**config.mk**
```make
export PLATFORM = sky130hd
export DESIGN_NAME = mem_port_arbiter
export DESIGN_NICKNAME = d
export VERILOG_FILES = /design/src/rtl/mem_port_arbiter.sv
export SDC_FILE = /design/constraint.sdc
export NUM_CORES = 1
export LEC_CHECK = 0
export BUFFER_PORTS_ARGS = -buffer_cell sky130_fd_sc_hd__buf_2
export CAP_MARGIN = 20
export CORE_MARGIN = 3
export CORE_UTILIZATION = 45
export DETAILED_ROUTE_END_ITERATION = 8
export PLACE_DENSITY = 0.75
export SLEW_MARGIN = 40
export SYNTH_ARGS = -nofsm -noshare
export SYNTH_HDL_FRONTEND = slang
export SYNTH_SLANG_ARGS = --single-unit
```
**constraint.sdc**
```tcl
create_clock -name clk -period 1.68 [get_ports clk]
set_input_delay 0.42 -clock clk [delete_from_list [all_inputs] [get_ports clk]]
set_output_delay 0.42 -clock clk [all_outputs]
set_load 0.03 [all_outputs]
```
**src/rtl/mem_port_arbiter.sv**
```systemverilog
// mem_port_arbiter: shares one memory port between instruction fetch and
// data load/store. A four-state FSM (IDLE, ISSUE, WAIT, DONE) serialises
// the requesters. Data is given priority over fetch, and a store wins over
// a load. Read data and a one-cycle ready pulse go back to the granted side.
//
// Handshake: a requester holds its req level until its ready pulse. It must
// drop req before the clock edge that ends the DONE cycle. The memory takes
// a one-cycle ren/wen strobe and raises bus_busy while it works. Read data
// is taken on the first WAIT edge where bus_busy is low.
module mem_port_arbiter #(
  parameter int ADDR_W  = 32,
  parameter int DATA_W  = 32,
  parameter int TIMEOUT = 16
) (
  input  logic              clk,
  input  logic              rst,
  input  logic              i_read_req,
  input  logic [ADDR_W-1:0] i_addr,
  output logic [DATA_W-1:0] i_rdata,
  output logic              i_ready,
  input  logic              d_read_req,
  input  logic              d_write_req,
  input  logic [ADDR_W-1:0] d_addr,
  input  logic [DATA_W-1:0] d_wdata,
  input  logic [3:0]        d_sel,
  output logic [DATA_W-1:0] d_rdata,
  output logic              d_ready,
  output logic [ADDR_W-1:0] bus_addr,
  output logic [DATA_W-1:0] bus_wdata,
  output logic [3:0]        bus_sel,
  output logic              bus_ren,
  output logic              bus_wen,
  input  logic [DATA_W-1:0] bus_rdata,
  input  logic              bus_busy,
  output logic              stall,
  output logic              bus_err
);

  typedef enum logic [1:0] {
    IDLE  = 2'd0,
    ISSUE = 2'd1,
    WAIT  = 2'd2,
    DONE  = 2'd3
  } state_t;

  localparam int CNT_W = $clog2(TIMEOUT);
  localparam logic [CNT_W-1:0] CNT_LAST = CNT_W'(TIMEOUT - 1);

  state_t           state;
  logic             grant_data;   // 1: data side owns the access, 0: fetch
  logic             grant_write;  // 1: granted data access is a store
  logic [CNT_W-1:0] timeout_cnt;

  // Freeze the core while any request is pending, released in the ready cycle
  assign stall = (i_read_req | d_read_req | d_write_req) & ~(i_ready | d_ready);

  // Arbitration FSM with registered bus, ready and read-data outputs
  always_ff @(posedge clk) begin
    if (rst) begin
      state       <= IDLE;
      grant_data  <= 1'b0;
      grant_write <= 1'b0;
      timeout_cnt <= '0;
      i_rdata     <= '0;
      d_rdata     <= '0;
      i_ready     <= 1'b0;
      d_ready     <= 1'b0;
      bus_addr    <= '0;
      bus_wdata   <= '0;
      bus_sel     <= 4'h0;
      bus_ren     <= 1'b0;
      bus_wen     <= 1'b0;
      bus_err     <= 1'b0;
    end else begin
      case (state)
        IDLE: begin
          if (d_write_req || d_read_req) begin
            // Data first: the current instruction finishes before next fetch
            grant_data  <= 1'b1;
            grant_write <= d_write_req;
            bus_addr    <= d_addr;
            bus_wdata   <= d_wdata;
            bus_sel     <= d_sel;
            bus_wen     <= d_write_req;
            bus_ren     <= ~d_write_req;
            state       <= ISSUE;
          end else if (i_read_req) begin
            grant_data  <= 1'b0;
            grant_write <= 1'b0;
            bus_addr    <= i_addr;
            bus_wdata   <= '0;
            bus_sel     <= 4'hF;
            bus_ren     <= 1'b1;
            state       <= ISSUE;
          end
        end
        ISSUE: begin
          bus_ren <= 1'b0;
          bus_wen <= 1'b0;
          state   <= WAIT;
        end
        WAIT: begin
          if (!bus_busy) begin
            if (grant_data) begin
              if (!grant_write) d_rdata <= bus_rdata;
              d_ready <= 1'b1;
            end else begin
              i_rdata <= bus_rdata;
              i_ready <= 1'b1;
            end
            state <= DONE;
          end else if (timeout_cnt == CNT_LAST) begin
            // Memory never answered: abort with zero data and flag it
            bus_err <= 1'b1;
            if (grant_data) begin
              d_rdata <= '0;
              d_ready <= 1'b1;
            end else begin
              i_rdata <= '0;
              i_ready <= 1'b1;
            end
            state <= DONE;
          end else begin
            timeout_cnt <= timeout_cnt + 1'b1;
          end
        end
        DONE: begin
          i_ready     <= 1'b0;
          d_ready     <= 1'b0;
          timeout_cnt <= '0;
          state       <= IDLE;
        end
        default: state <= IDLE;
      endcase
    end
  end

endmodule

```
==> impl_metrics.tcl <==
set metrics [dict create \
    status "finished clean" \
    multi_input_area_um2 2620 \
    fin_tns_setup_ns 0 \
    syn_area_um2 5810 \
    grt.overflow.total 0 \
    synth_area_leaders "dfxtp_1 (50%), a22oi_1 (8.4%), nand3_1 (5.9%), o21ai_0 (5.3%), a311oi_1 (4.8%)" \
    yosys.area.top_type_share_pct 49.9 \
    synth-main-ff-cell "dfxtp_1" \
    cp-end-kind "flop" \
    setup_violations 0 \
    grt_antenna_before_repair 0 \
    ff_latch_area_um2 2900 \
    dp.final_hpwl_mm 12.5 \
    ys_seq_elements 145 \
    syn_to_final_growth_pct 39.2 \
    finish.utilization_pct 65.7 \
    startpoint_type "flop" \
    p_int_mw 8.34 \
    die_w_um 120 \
    synthArstFlopShare_pct 0 \
    nets 1073 \
    cts_max_path_buffers 2 \
    io-pin-count 276 \
    yosys_warnings 0 \
    setup_ws_ns 0.0916 \
    h-tree-depth 4 \
    switching_share_pct 38.1 \
    cts.sinks 145 \
    relSlewSlack_pct 67.1 \
    ys_types 48 \
    syn_avg_cell_area_um2 8.66 \
    arrival_ns 1.95 \
    tightest_slew_ns 0.492 \
    drc 0 \
    dp_cells 1079 \
    fillers 1076 \
    postCtsSetupBuffers 0 \
    dieArea_um2 14300 \
    maxSlewViolCount 0 \
    crit_required_ns 2.04 \
    routed_via_density 5.49 \
    grt_usage_pct 23.8 \
    cts_tree "built" \
    power_leakage_nw 3.62 \
    grt_start_max_net_pins 74 \
    clockRootBuffer "clkbuf_16" \
    hold_viol_final 0 \
    final_common_cell "buf_2" \
    hold_path.class "primary input to flop" \
    synth_edf_count 0 \
    most-common-layout-cells "buf_2 (274), dfxtp_1 (145), nand2_1 (69)" \
    path_clk_slew_ns 0.06 \
    power_frac_seq_pct 33.9 \
    numPortBuffers 275 \
    combPwrFrac_pct 37.6 \
    drv_cap 0 \
    die_y_um 120 \
    initial_core_util_pct 47.2 \
    rsz0062_at_grt "true" \
    critical_path_class "flop to flop" \
    syn_nets 814 \
    fmax_mhz 630 \
    ir_drop_mv 1.04 \
    clk_latency_ns 0.41 \
    grt_pass1_wl_mm 28.0 \
    clkPwrFrac_pct 28.5 \
    layout-drive-gt1-share_pct 37.8 \
    synth_seq_area_share_pct 49.9 \
    finalCriticalPeriod_ns 1.59 \
    antenna_left 0 \
    drt_iter0_markers 362 \
    routabilityCongestion 0.841 \
    synth.largest_area_cell "dfxtp_1" \
    grt_pass1_vias 5587 \
    vias 6098 \
    core_area_um2 12300 \
    power_density_nw_per_um2 1660 \
    syn_inst 671 \
    crit_path_max_fanout 7 \
    fin_skew_ns 0.00484 \
    row_count 40 \
    antenna_cells 0 \
    cts_made_buffers 17 \
    finalNonFillerCells 1111 \
    drtPass1Iterations 5 \
    p_sw_mw 5.13 \
    finalPower_mw 13.5 \
    routedWlPerCell_um 16.0 \
    place_ws_ns 0.0259 \
    wl_mm 17.8 \
    finalCritPeriodShare_pct 94.5 \
]
## worst max-delay path: stages, from the launching register on
cell	delay, ns
dfxtp_1	0.36
inv_1	0.09
ha_2	0.21
buf_4	0.16
a2111oi_1	0.52
a31o_2	0.18
## sequential cells by signal (all words and copies together) (netlist names)
register	count
bus_addr	32
bus_err	1
bus_ren	1
bus_sel	4
bus_wdata	32
bus_wen	1
d_rdata	32
d_ready	1
grant_data	1
grant_write	1
i_rdata	32
i_ready	1
state	2
timeout_cnt	4
## final cells by class
cell class	instances	area share (%)
sequential	145	35.9
multi-input combinational	456	32.3
timing repair buffer	306	21.5
clock buffer	23	6.28
tap	168	2.60
clock inverter	9	1.27
inverter	4	0.186
## per-layer routing
| layer | global-route usage (%) | part of all wire [%] | vias to the layer above |
|---|---|---|---|
| met2 | 39.9 | 49 | 249 |
| li1 | - | - | 2955 |
| met5 | 0 | 0 | - |
| met1 | 29.4 | 42 | 2862 |
| met4 | 8.16 | 2.3 | 0 |
| met3 | 6.64 | 7.1 | 32 |
## synth_stat cells (2+ instances only)
cell / n
buf_2: 20
a22oi_1: 65
nor3_1: 2
buf_6: 3
nand2b_1: 3
and2_1: 2
a311oi_1: 32
o211a_1: 2
nand3_1: 68
o21ai_0: 61
buf_1: 5
o21ai_1: 6
nand2_1: 69
o211ai_1: 2
or4_1: 2
o221a_2: 4
clkbuf_2: 3
dfxtp_1: 145
ha_1: 5
a21oi_1: 40
inv_1: 3
buf_4: 5
clkbuf_1: 30
nor2_1: 69
or3_1: 2
## metrics by stage
stage | hold WS (ns) | instance area, um^2
finish | 0.243 | 8090
global route | 0.238 | 8090
CTS | 0.229 | 8080
detailed placement | 0.441 | 7470
global placement | 0.437 | 7470
floorplan | 0.471 | 5810
## power groups by stage
stage	clock [mW]	combinational [mW]	sequential [mW]
2_1_floorplan	0	2.10	5.91
3_3_place_gp	0	5.02	4.61
6_report	3.84	5.06	4.57
3_5_place_dp	0	5.05	4.63
5_1_grt	4.06	5.48	4.66
4_1_cts	3.89	5.07	4.57
## worst paths after layout
check | cells past startpoint | start | slack, ns | endpoint
worst max-delay path | 5 | state[0]$_SDFFE_PP0P_ | 0.09 | timeout_cnt[2]$_SDFFE_PP0P_
worst min-delay path | 3 | d_wdata[9] | 0.24 | bus_wdata[9]$_SDFFE_PP0P_
worst max register to register | 5 | state[0]$_SDFFE_PP0P_ | 0.09 | timeout_cnt[2]$_SDFFE_PP0P_
worst min register to register | 2 | d_rdata[21]$_SDFFE_PP0P_ | 0.45 | d_rdata[21]$_SDFFE_PP0P_
## timing repair
action | 4_1_cts | 5_1_grt
setup endpoints to repair | 1 | 47
hold buffers | 0 | 0
resized for setup | 1 | 4
## cells by family (layout without fill, tap and decap cells)
logic type	Yosys count	after routing	synth area share, %
simple gates	227	227	17.4
flops	145	145	49.9
fa+ha+maj	5	5	1.08
mux	1	1	0.172
compound gates	223	223	25.7
buf+inv	70	342	5.73
Power figures use the tool's default switching activity.
